## config.mk

```make
export PLATFORM = sky130hd
export DESIGN_NAME = seq_muldiv_unit
export DESIGN_NICKNAME = d
export VERILOG_FILES = /design/src/rtl/muldiv_pkg.sv /design/src/rtl/muldiv_addsub.sv /design/src/rtl/seq_muldiv_unit.sv
export SDC_FILE = /design/constraint.sdc
export NUM_CORES = 1
export LEC_CHECK = 0
export BUFFER_PORTS_ARGS = -buffer_cell sky130_fd_sc_hd__buf_2
export CORE_MARGIN = 2
export CORE_UTILIZATION = 54
export DETAILED_ROUTE_END_ITERATION = 10
export GPL_TIMING_DRIVEN = 1
export PLACE_DENSITY_LB_ADDON = 0.15
export SYNTH_ARGS = -nofsm -noshare
export SYNTH_HDL_FRONTEND = slang
export SYNTH_SLANG_ARGS = --single-unit
```

## constraint.sdc

```tcl
create_clock -name clk -period 4.6 [get_ports clk]
set_input_delay 1.15 -clock clk [delete_from_list [all_inputs] [get_ports clk]]
set_output_delay 1.15 -clock clk [all_outputs]
set_load 0.05 [all_outputs]
```

## src/rtl/muldiv_pkg.sv

```systemverilog
// Shared types and helpers for the sequential multiply/divide unit.
// Latency: n/a (types, constants and an elaboration-time helper only).
// Backpressure: n/a.
package muldiv_pkg;

   typedef enum logic [1:0] {
      IDLE   = 2'd0,
      CALC   = 2'd1,
      FINISH = 2'd2
   } state_t;

   localparam logic OP_DIV = 1'b0;
   localparam logic OP_MUL = 1'b1;

   // Iteration counter width; never narrower than one bit.
   function automatic int cnt_width(input int w);
      return (w > 1) ? $clog2(w) : 1;
   endfunction

endpackage

```

## src/rtl/muldiv_addsub.sv

```systemverilog
// Shared W-bit adder/subtractor used by both the multiply and divide iterations.
// Latency: combinational.
// Backpressure: none.
// Ports: a, b operands; sub=1 gives a-b, sub=0 gives a+b; y result (carry/borrow dropped).
module muldiv_addsub #(
   parameter int W = 33
) (
   input  logic [W-1:0] a,
   input  logic [W-1:0] b,
   input  logic         sub,
   output logic [W-1:0] y
);

   assign y = sub ? (a - b) : (a + b);

endmodule

```

## src/rtl/seq_muldiv_unit.sv

```systemverilog
// Iterative multiply (shift-add) / divide (restoring) engine sharing one WIDTH+1-bit add/sub.
// Latency: start accepted at edge k gives a one-cycle done pulse after edge k+WIDTH+1.
// Backpressure: start is ignored while busy=1 (no queuing); accepted again from FINISH.
// Ports: clk, rst_n; start/op/is_signed/operand_a/operand_b request; busy, done,
//        result_hi/result_lo (product hi/lo or remainder/quotient), div_by_zero.
// Optional: MULDIV_SIGNED_EN enables two's-complement operation when is_signed=1.
// WIDTH must be at least 2.
module seq_muldiv_unit
   import muldiv_pkg::*;
#(
   parameter int WIDTH = 32
) (
   input  logic             clk,
   input  logic             rst_n,
   input  logic             start,
   input  logic             op,
   input  logic             is_signed,
   input  logic [WIDTH-1:0] operand_a,
   input  logic [WIDTH-1:0] operand_b,
   output logic             busy,
   output logic             done,
   output logic [WIDTH-1:0] result_hi,
   output logic [WIDTH-1:0] result_lo,
   output logic             div_by_zero
);

   localparam int               CNT_W = cnt_width(WIDTH);
   localparam logic [CNT_W-1:0] LAST  = CNT_W'(WIDTH - 1);

   state_t             state_q, state_d;
   logic               launch, finish;
   logic [CNT_W-1:0]   cnt_q;

   // hi_q: accumulator (multiply) or partial remainder (divide).
   // lo_q: multiplier shifting out (multiply) or dividend->quotient (divide).
   // opb_q: multiplicand (multiply) or divisor (divide).
   logic [WIDTH:0]     hi_q, hi_nxt;
   logic [WIDTH-1:0]   lo_q, lo_nxt, opb_q;
   logic               op_q, neg_a_q, neg_b_q, dbz_q;

   logic               sgn_req, neg_a, neg_b;
   logic [WIDTH-1:0]   mag_a, mag_b;

   logic [WIDTH:0]     sh_rem, alu_a, alu_b, alu_y, acc_sel;
   logic               alu_sub;

   logic [2*WIDTH-1:0] prod, prod_fix;
   logic [WIDTH-1:0]   res_hi, res_lo;
   logic               neg_res;

`ifdef MULDIV_SIGNED_EN
   assign sgn_req = is_signed;
`else
   logic unused_is_signed;
   assign unused_is_signed = is_signed;
   assign sgn_req          = 1'b0;
`endif

   // Signed operands are converted to magnitudes at launch; signs are
   // re-applied only when the result registers are loaded.
   assign neg_a = sgn_req & operand_a[WIDTH-1];
   assign neg_b = sgn_req & operand_b[WIDTH-1];
   assign mag_a = neg_a ? -operand_a : operand_a;
   assign mag_b = neg_b ? -operand_b : operand_b;

   // ---------------- FSM ----------------
   always_ff @(posedge clk or negedge rst_n) begin
      if (!rst_n) state_q <= IDLE;
      else        state_q <= state_d;
   end

   always_comb begin
      state_d = state_q;
      launch  = 1'b0;
      finish  = 1'b0;
      busy    = 1'b0;
      case (state_q)
         IDLE: begin
            if (start) begin
               launch  = 1'b1;
               state_d = CALC;
            end
         end
         CALC: begin
            busy = 1'b1;
            if (cnt_q == LAST) state_d = FINISH;
         end
         FINISH: begin
            finish = 1'b1;
            if (start) begin
               launch  = 1'b1;
               state_d = CALC;
            end else begin
               state_d = IDLE;
            end
         end
         default: state_d = IDLE;
      endcase
   end

   // ---------------- shared datapath ----------------
   assign sh_rem  = {hi_q[WIDTH-1:0], lo_q[WIDTH-1]};
   assign alu_a   = (op_q == OP_MUL) ? hi_q : sh_rem;
   assign alu_b   = {1'b0, opb_q};
   assign alu_sub = (op_q == OP_DIV);

   muldiv_addsub #(.W(WIDTH + 1)) u_addsub (
      .a   (alu_a),
      .b   (alu_b),
      .sub (alu_sub),
      .y   (alu_y)
   );

   assign acc_sel = lo_q[0] ? alu_y : hi_q;

   always_comb begin
      hi_nxt = hi_q;
      lo_nxt = lo_q;
      if (op_q == OP_MUL) begin
         hi_nxt = {1'b0, acc_sel[WIDTH:1]};
         lo_nxt = {acc_sel[0], lo_q[WIDTH-1:1]};
      end else begin
         // MSB of the trial difference is the borrow: set means restore.
         hi_nxt = alu_y[WIDTH] ? sh_rem : alu_y;
         lo_nxt = {lo_q[WIDTH-2:0], ~alu_y[WIDTH]};
      end
   end

   // ---------------- sign fixup at result load ----------------
   assign neg_res  = neg_a_q ^ neg_b_q;
   assign prod     = {hi_q[WIDTH-1:0], lo_q};
   assign prod_fix = neg_res ? -prod : prod;

   always_comb begin
      res_hi = prod_fix[2*WIDTH-1:WIDTH];
      res_lo = prod_fix[WIDTH-1:0];
      if (op_q == OP_DIV) begin
         // Divide-by-zero keeps the natural all-ones quotient unsigned.
         res_lo = (neg_res && !dbz_q) ? -lo_q : lo_q;
         res_hi = neg_a_q ? -hi_q[WIDTH-1:0] : hi_q[WIDTH-1:0];
      end
   end

   // ---------------- registers ----------------
   always_ff @(posedge clk or negedge rst_n) begin
      if (!rst_n) begin
         cnt_q       <= '0;
         hi_q        <= '0;
         lo_q        <= '0;
         opb_q       <= '0;
         op_q        <= OP_DIV;
         neg_a_q     <= 1'b0;
         neg_b_q     <= 1'b0;
         dbz_q       <= 1'b0;
         done        <= 1'b0;
         result_hi   <= '0;
         result_lo   <= '0;
         div_by_zero <= 1'b0;
      end else begin
         done <= finish;
         if (finish) begin
            result_hi   <= res_hi;
            result_lo   <= res_lo;
            div_by_zero <= dbz_q;
         end
         if (launch) begin
            cnt_q   <= '0;
            op_q    <= op;
            neg_a_q <= neg_a;
            neg_b_q <= neg_b;
            dbz_q   <= (op == OP_DIV) && (operand_b == '0);
            hi_q    <= '0;
            lo_q    <= (op == OP_MUL) ? mag_b : mag_a;
            opb_q   <= (op == OP_MUL) ? mag_a : mag_b;
         end else if (busy) begin
            cnt_q <= cnt_q + 1'b1;
            hi_q  <= hi_nxt;
            lo_q  <= lo_nxt;
         end
      end
   end

endmodule

```

==> results of run 1 <==
## through the flow
| stage | worst slack (ns) | instance area, sq um | cells |
|---|---|---|---|
| after floorplan | 0.0886 | 11200 | 1132 |
| after detailed placement | -0.0300 | 12400 | 1521 |
| after CTS | 0.0112 | 13000 | 1553 |
| final | 0.0672 | 13300 | 1562 |
| after global placement | 0.00418 | 12400 | 1521 |
| after global routing | -0.0774 | 13300 | 1561 |
## metal layers
metal	up-vias	wire, microns
li1	4493	-
met1	4567	13700
met2	282	13600
met3	40	1480
met4	0	449
met5	-	0
## cell type report
class	count	area [sq um]	area share (%)
diodes	1	2.50	0.0188
clock buffers	18	429	3.23
clock inverters	14	150	1.13
inverters	14	52.6	0.395
multi-input cells	872	6700	50.4
flip-flops and latches	172	4310	32.4
well taps	270	338	2.54
repair buffers	201	1310	9.85
## state kept, by name, indices dropped and copies added, names as in the netlist, 2 cells and up
name and cells:
cnt_q 5, hi_q 33, lo_q 32, opb_q 32, result_hi 32, result_lo 32, state_q 2
## what timing repair did
| action | in CTS | in global routing |
|---|---|---|
| setup endpoints to repair | 9 | 34 |
| gates resized for setup | 2 | 40 |
| pin swaps | 0 | 17 |
| hold buffers | 0 | 0 |
| buffers inserted | 0 | 5 |
| gates cloned | 0 | 3 |
## logic make-up after synthesis
logic type                 Yosys count  share of synthesized area, %
and+or+nand+nor                    236                          9.96
muxes                              241                          23.2
xor gates and xnor gates            64                          5.18
adders and majority gates           36                          4.10
buffers and inverters               88                          3.20
DFF                                172                          38.5
AOI/OAI and AO/OA                  295                          15.9
## cell usage in the layout, fill, tap and decap left out, types with 15 or more instances in the layout
cell type / instances
nor2_1: 51
ha_1: 33
nand2_1: 77
clkbuf_16: 20
mux2i_1: 101
buf_4: 57
a21oi_1: 92
o21ai_0: 80
buf_2: 132
o22ai_1: 31
xor2_1: 34
nor3_1: 15
xnor2_1: 29
mux2_2: 140
dfrtp_1: 170
## path summary, 6_finish.rpt
check | startpoint | to
setup / recovery | opb_q[1]$_DFFE_PN0P_ | hi_q[24]$_DFFE_PN0P_
hold / removal | result_lo[0]$_DFFE_PN0P_ | result_lo[0]$_DFFE_PN0P_
setup reg to reg | opb_q[1]$_DFFE_PN0P_ | hi_q[24]$_DFFE_PN0P_
hold reg to reg | result_lo[0]$_DFFE_PN0P_ | result_lo[0]$_DFFE_PN0P_
max in group asynchronous | rst_n | op_q$_DFFE_PN0P_
min in group asynchronous | rst_n | result_hi[3]$_DFFE_PN0P_
## worst max-delay path: stages (launching register included)
cell and delay (ns):
dfrtp_1 0.38, inv_1 0.10, ha_4 0.14, or3b_4 0.41
nor4_2 0.26, buf_4 0.16, and3_4 0.19, a21oi_2 0.06
xor2_1 0.16, ha_1 0.30, nand4_1 0.20, nor4_4 0.33
nand2_1 0.14, a31oi_2 0.18, nor3_1 0.08, a211o_1 0.38
xnor2_4 0.25, buf_12 0.17, clkbuf_16 0.17, mux2i_1 0.09
a221o_1 0.27
==> metrics.md, run 1 <==
| Metric | Value |
|---|---|
| R2r setup slk | `0.07 ns` |
| Synthesized flop and latch total | `172` |
| Pin count of the biggest net entering global routing | `90` |
| Synth area leader | `dfrtp_1` |
| ANT nets after route | `0` |
| DR WL/cell | `18.7 microns` |
| Vias per Instance | `6.01` |
| Min Tclk post-route | `4.53 ns` |
| Final worst-path cycle share | `98.5%` |
| Total GRT Usage | `26.5%` |
| Chip width | `148 microns` |
| Clock transition at path regs | `0.07 ns` |
| Met3 usage | `3.67%` |
| Number of port buffers | `134` |
| Gr busiest metal | `met2` |
| First-pass GRT wire length | `46600 microns` |
| Failing checks | `design-rule violations` |
| Post-Syn Instances | `1132` |
| Global-route met2 utilization | `42.3%` |
| Post-Route Skew | `0.0132 ns` |
| Gr ovfl total | `0` |
| Area contributors post-synth | `dfrtp_1, mux2_2, mux2i_1, a21oi_1, ha_1` |
| Synth Area per Inst | `9.87 sq um` |
| Top cell type's share of synthesized area | `38.5%` |
| DRC viols | `2` |
| Post-layout util | `65.5%` |
| TritonCTS clock tree | `built` |
| I/O pin cnt | `136` |
| CP endpoint kind | `flop` |
| Fmax | `221 MHz` |
| Part of the Yosys area used for sequential elements | `38.5%` |
| Hold Slack | `0.474 ns` |
| Number of cells on the worst reg-to-reg path | `20` |
| Final Max Slew Viols | `0` |
| Starting Density | `55.1%` |
| Slew headroom | `36.4%` |
| Drt pass-1 iters | `11` |
| Clk root buf | `clkbuf_16` |
| WP data required | `4.91 ns` |
| DP HPWL | `20500 microns` |
| Met1 Usage GRT | `38.7%` |
| Syn nets | `1237` |
| Final WL | `29100 microns` |
| Worst min-delay path class | `flop to flop` |
| Fillers | `1719` |
| DR iter-0 viols | `622` |
| Most common cell in the netlist | `dfrtp_1` |
| Clock sinks | `172` |
| Ys flop type | `dfrtp_1` |
| FP Rows | `52` |
| Ys Warns | `0` |
| Layout cells sized above 1 | `32.2%` |
| CP max FO | `8` |
| Clk_lat worst skew | `0.44 ns` |
| CTS H-tree depth | `4` |
| Initial antenna violation count | `1` |
| GP Congestion | `0.903` |
| Die Span Y | `148 microns` |
| Worst slew pin tran | `0.952 ns` |
| Final setup violation count | `0` |
| Critical Path AT | `4.84 ns` |
| Setup Crit Path Kind | `flop to flop` |
| Nets | `1383` |
| Vias in the first global route | `8786` |
| Die area | `21900 sq um` |
| Placeable Area | `20300 sq um` |
| Worst Hold Depth | `2` |
| Post-synth top cells | `dfrtp_1, mux2_2, mux2i_1` |
| Outcome | `finished with violations` |
| CP Launch Type | `flop` |
| Max-cap violation count | `0` |
| CTS max path bufs | `2` |
| Area delta synth->final | `18.9%` |
| Cts bufs inserted | `17` |
| EDFF count, synth | `0` |
| Post-Syn Area | `11200 sq um` |
| Setup TNS | `0 ns` |
| Hold Fails Final Rpt | `0` |
| DR vias | `9382` |
| Ys async rst share | `100%` |
| Synth cell types | `63` |
Power of run 1 is not shown: default switching activity piles up to over one toggle a cycle in this logic, so the estimate is an artifact.
==> run 2, diff against run 1 <==
- CELL_PAD_IN_SITES_DETAIL_PLACEMENT: unset -> 0
- CELL_PAD_IN_SITES_GLOBAL_PLACEMENT: unset -> 1
- CORE_UTILIZATION: 54 -> 42
==> run 2 against run 1 <==
Net effect: the run now ends clean; global-route usage down 4.4 points; utilization down 14 points; sequential cell count unchanged; critical path depth up 2; wire length up 6.9%; register-to-register slack better by 0.09 ns; via count down 0.92%; clock skew up 0.00081 ns; setup slack better by 0.085 ns; critical endpoint is now hi_q[25]$_DFFE_PN0P_; highest routed layer unchanged.
==> metrics.md, run 2 (same netlist as run 1, synthesis figures left out) <==
| Metric | Value |
|---|---|
| Outcome | `finished clean` |
| RSZ-0062 raised after global routing | `true` |
| Post-Route Skew | `0.0140 ns` |
| Final setup violation count | `0` |
| Most flop-heavy register | `hi_q` |
| CTS max path bufs | `2` |
| Commonest non-fill, non-tap cell in the layout | `dfrtp_1` |
| Drt pass-1 iters | `4` |
| Clk_lat worst skew | `0.44 ns` |
| Final WL | `31100 microns` |
| DR WL/cell | `19.0 microns` |
| Clock transition at path regs | `0.08 ns` |
| Worst min-delay path class | `flop to flop` |
| CP endpoint kind | `flop` |
| Die area | `27900 sq um` |
| First-pass GRT wire length | `49900 microns` |
| DR iter-0 viols | `474` |
| Global-route met2 utilization | `34.5%` |
| Max-cap violation count | `0` |
| Area delta synth->final | `19.7%` |
| Final worst-path cycle share | `96.7%` |
| Number of flip-flops in the largest register | `33` |
| Gr busiest metal | `met2` |
| WP data required | `4.96 ns` |
| Hold Fails Final Rpt | `0` |
| I/O pin cnt | `136` |
| FP Rows | `59` |
| Fillers | `2468` |
| Critical Path AT | `4.81 ns` |
| Setup Crit Path Kind | `flop to flop` |
| CTS H-tree depth | `4` |
| Chip width | `167 microns` |
| Most frequent cells in the layout | `dfrtp_1, mux2_2, buf_2, mux2i_1, a21oi_1` |
| Cts bufs inserted | `17` |
| ANT nets after route | `0` |
| GP Congestion | `0.853` |
| Clk root buf | `clkbuf_16` |
| TritonCTS clock tree | `built` |
| CP max FO | `7` |
| Placeable Area | `26100 sq um` |
| CP Launch Type | `flop` |
| Fmax | `225 MHz` |
| Nets | `1396` |
| Initial antenna violation count | `0` |
| Layout cells sized above 1 | `32.8%` |
| Gr ovfl total | `0` |
| Starting Density | `42.9%` |
| Die Span Y | `167 microns` |
| Worst slew pin tran | `1.24 ns` |
| Final Max Slew Viols | `0` |
| Met3 usage | `3.66%` |
| Min Tclk post-route | `4.45 ns` |
| Pin count of the biggest net entering global routing | `86` |
| Vias per Instance | `5.68` |
| Clock sinks | `172` |
| Slew headroom | `17.1%` |
| DR vias | `9296` |
| DRC viols | `0` |
| DP HPWL | `21700 microns` |
| Total GRT Usage | `22.1%` |
| Vias in the first global route | `8968` |
| Ant diodes | `0` |
| Non-Filler Instances | `1638` |
| Cts hold-fix bufs | `0` |
| # placed instances | `1601` |
| Met1 Usage GRT | `32.4%` |
| Number of port buffers | `134` |
run 2: area by class of cell:
| type | instances | area (sq um) | area share [%] |
|---|---|---|---|
| Clock buffer | 17 | 425 | 3.18 |
| Clock inverter | 14 | 149 | 1.11 |
| Timing Repair Buffer | 214 | 1340 | 10.0 |
| Inverter | 14 | 52.6 | 0.393 |
| Multi-Input combinational cell | 872 | 6690 | 50.0 |
| Tap cell | 335 | 419 | 3.13 |
| Sequential cell | 172 | 4310 | 32.2 |
run 2: per-stage QoR:
stage	hold WS [ns]	setup TNS [ns]	instance area [sq um]	worst slack [ns]	util [%]
after global placement	0.460	-0.374	12600	-0.0558	48.3
after CTS	0.493	0	13200	0.00982	50.7
after detailed placement	0.477	-0.592	12600	-0.0771	48.3
after floorplan	0.438	0	11200	0.0886	-
final	0.480	0	13400	0.153	51.4
after global routing	0.512	-0.192	13400	-0.0580	51.4
run 2: what timing repair did:
item                                    4_1_cts  5_1_grt
resized for setup                             6       33
endpoints found under the setup margin       28       34
pin swaps                                     5       17
setup buffers                                 2        6
run 2: per-layer routing:
layer  part of all wire [%]  vias up  wire length (microns)
met4                    1.5        0                    457
met1                     49     4517                  15100
met2                     45      230                  14000
li1                       -     4522                      -
met3                    5.0       27                   1540
met5                      0        -                      0
run 2: path summary, 6_finish.rpt:
| check | cells after the start | end | from | slack [ns] |
|---|---|---|---|---|
| min in group asynchronous | 1 | result_hi[5]$_DFFE_PN0P_ | rst_n | 0.76 |
| setup / recovery | 22 | hi_q[25]$_DFFE_PN0P_ | opb_q[6]$_DFFE_PN0P_ | 0.15 |
| hold / removal | 2 | result_lo[0]$_DFFE_PN0P_ | result_lo[0]$_DFFE_PN0P_ | 0.48 |
| hold reg to reg | 2 | result_lo[0]$_DFFE_PN0P_ | result_lo[0]$_DFFE_PN0P_ | 0.48 |
| setup reg to reg | 22 | hi_q[25]$_DFFE_PN0P_ | opb_q[6]$_DFFE_PN0P_ | 0.15 |
| max in group asynchronous | 2 | result_lo[25]$_DFFE_PN0P_ | rst_n | 2.79 |
run 2: critical path: stages (launching register included):
cell     delay [ns]
dfrtp_1        0.39
or4_4          0.57
buf_6          0.15
nor2_2         0.09
nand2_2        0.08
nor3_2         0.11
buf_4          0.16
a21oi_1        0.07
xor2_1         0.16
ha_1           0.31
nand4_1        0.20
nor4_2         0.28
buf_4          0.17
nand2_2        0.07
a31oi_4        0.17
nor3_2         0.07
a211o_1        0.33
xnor2_4        0.21
buf_12         0.20
buf_6          0.13
buf_4          0.14
a22o_1         0.17
a31oi_1        0.13
Power of run 2 is left out for the same reason.
==> run 3, diff against run 2 <==
--- a/config.mk
+++ b/config.mk
@@ -10,8 +10,9 @@
 export CELL_PAD_IN_SITES_GLOBAL_PLACEMENT = 1
 export CORE_MARGIN = 2
-export CORE_UTILIZATION = 42
+export CORE_UTILIZATION = 40
 export DETAILED_ROUTE_END_ITERATION = 10
 export GPL_TIMING_DRIVEN = 1
 export PLACE_DENSITY_LB_ADDON = 0.15
+export RECOVER_POWER = 100
 export SYNTH_ARGS = -nofsm -noshare
 export SYNTH_HDL_FRONTEND = slang
==> constraint.sdc (replaced) <==
create_clock -name clk -period 4.6 [get_ports clk]
set_input_delay 0.69 -clock clk [delete_from_list [all_inputs] [get_ports clk]]
set_output_delay 0.69 -clock clk [all_outputs]
set_load 0.05 [all_outputs]
==> run 3 against run 2 <==
Net effect: the flow now finishes with violations (max-capacitance violations, max-slew violations); sequential share of layout area rose by 0.16 points; die area rose by 4.9%; global-route usage fell by 0.28 points; register-to-register slack got worse by 0.15 ns; fmax fell by 3.3%; setup slack got worse by 0.15 ns; via count fell by 1.3%; critical path depth fell by 3; hold slack improved by 0.0016 ns.
==> metrics.md, run 3 (same netlist as run 1, synthesis figures left out) <==
| Metric | Value |
|---|---|
| DR iter-0 viols | `589` |
| Clock transition at path regs | `0.08 ns` |
| Cts hold-fix bufs | `0` |
| Total GRT Usage | `21.8%` |
| Max-cap violation count | `9` |
| Gr busiest metal | `met2` |
| DRC viols | `0` |
| Vias in the first global route | `8971` |
| CP Cell Sequence | `or4_4, buf_6, nor4_4, buf_4, and3_4, a21oi_2, xor2_1, ha_1, nand4_1, nor4_4, nand3_1, a21oi_2, nor3_2, a211o_1, xnor2_4, buf_12, clkbuf_16, or3_1, nand3_1` |
| Cts bufs inserted | `17` |
| Most frequent cells in the layout | `dfrtp_1, mux2_2, mux2i_1, a21oi_1` |
| Failing checks | `max-capacitance violations, max-slew violations` |
| Final WL | `31900 microns` |
| Fillers | `2727` |
| CTS max path bufs | `2` |
| Worst slew pin tran | `3.41 ns` |
| First-pass GRT wire length | `49900 microns` |
| Die area | `29300 sq um` |
| Starting Density | `40.5%` |
| RSZ-0062 raised after global routing | `true` |
| Met1 Usage GRT | `31.3%` |
| Initial antenna violation count | `0` |
| Setup Crit Path Kind | `flop to flop` |
| CP peak stage delay | `0.56 ns` |
| Critical Path AT | `4.96 ns` |
| Worst slack, placed | `-0.0654 ns` |
| Chip width | `171 microns` |
| Min Tclk post-route | `4.60 ns` |
| Worst setup margin | `0.00318 ns` |
| CP max FO | `7` |
| WP data required | `4.96 ns` |
| FP Rows | `61` |
| Clock sinks | `172` |
| Hold Fails Final Rpt | `0` |
| Slew headroom | `-127%` |
| Top delay family on crit path | `simple AND/OR/NAND/NOR gates` |
| Area of the multi-input gates | `6650 sq um` |
| Final setup violation count | `0` |
| CTS H-tree depth | `4` |
| Clk_lat worst skew | `0.44 ns` |
| Post-Route Skew | `0.0165 ns` |
| Vias per Instance | `5.46` |
| Final Max Slew Viols | `407` |
| TritonCTS clock tree | `built` |
| Most flop-heavy register | `hi_q` |
| Number of flip-flops in the largest register | `33` |
| Post-layout util | `48.2%` |
| Placeable Area | `27600 sq um` |
| CP max-delay cell | `or4_4` |
| Worst min-delay path class | `flop to flop` |
| Pin count of the biggest net entering global routing | `80` |
| Nets | `1392` |
| Reg area | `4310 sq um` |
| Clk root buf | `clkbuf_16` |
| Area delta synth->final | `19.2%` |
| Setup TNS | `0 ns` |
| Number of port buffers | `134` |
| CP endpoint kind | `flop` |
| Buf/Inv on CP | `4` |
| Gr ovfl total | `0` |
| DP HPWL | `22100 microns` |
| I/O pin cnt | `136` |
| Drt pass-1 iters | `5` |
| ANT nets after route | `0` |
| Met3 usage | `4.19%` |
| Outcome | `finished with violations` |
| Layout cells sized above 1 | `26.5%` |
| GP Congestion | `0.844` |
| CP Launch Type | `flop` |
| Die Span Y | `171 microns` |
| Global-route met2 utilization | `34.6%` |
| DR vias | `9171` |
| Final worst-path cycle share | `99.9%` |
| Fmax | `218 MHz` |
| Commonest non-fill, non-tap cell in the layout | `dfrtp_1` |
| DR WL/cell | `19.0 microns` |
[run 3: final timing paths]
check                                    startpoint                        to  slack (ns)  depth (start not counted)
setup / recovery               opb_q[6]$_DFFE_PN0P_      hi_q[26]$_DFFE_PN0P_       0.003                         19
hold / removal             result_lo[0]$_DFFE_PN0P_  result_lo[0]$_DFFE_PN0P_        0.48                          2
setup reg to reg               opb_q[6]$_DFFE_PN0P_      hi_q[26]$_DFFE_PN0P_       0.003                         19
hold reg to reg            result_lo[0]$_DFFE_PN0P_  result_lo[0]$_DFFE_PN0P_        0.48                          2
max in group asynchronous                     rst_n          op_q$_DFFE_PN0P_        0.90                          2
min in group asynchronous                     rst_n  result_hi[6]$_DFFE_PN0P_        0.86                          1
[run 3: area by class of cell]
type / instances / area share [%]
flip-flops and latches: 172 / 32.4
repair buffers: 210 / 9.24
multi-input cells: 872 / 49.9
diodes: 1 / 0.0188
well taps: 378 / 3.55
clock inverters: 15 / 1.30
clock buffers: 17 / 3.19
inverters: 14 / 0.395
[run 3: metrics by stage]
stage / area, sq um / std cells / hold WS, ns
2_1_floorplan: 11200 / 1132 / 0.394
3_3_place_gp: 12500 / 1632 / 0.461
3_5_place_dp: 12500 / 1632 / 0.466
4_1_cts: 13200 / 1664 / 0.322
5_1_grt: 13300 / 1678 / 0.517
6_report: 13300 / 1679 / 0.482
[run 3: what timing repair did]
item | 4_1_cts | 5_1_grt
pin swaps | 0 | 18
hold endpoints to repair | 0 | 0
resized for setup | 3 | 29
setup endpoints to repair | 21 | 34
cloned | 0 | 4
setup buffers | 0 | 10
[run 3: worst reg2reg max path, cell delays in order (launching register included)]
cell and delay [ns]:
dfrtp_1 0.39, or4_4 0.56, buf_6 0.15, nor4_4 0.23
buf_4 0.15, and3_4 0.20, a21oi_2 0.06, xor2_1 0.18
ha_1 0.30, nand4_1 0.24, nor4_4 0.38, nand3_1 0.14
a21oi_2 0.17, nor3_2 0.06, a211o_1 0.38, xnor2_4 0.18
buf_12 0.16, clkbuf_16 0.17, or3_1 0.35, nand3_1 0.09
[run 3: metal layers]
metal	share of wire [%]	routed length, microns
met5	0	0
met3	4.4	1400
met2	45	14400
met4	0.87	278
met1	49	15800
Power of run 3 is left out for the same reason.
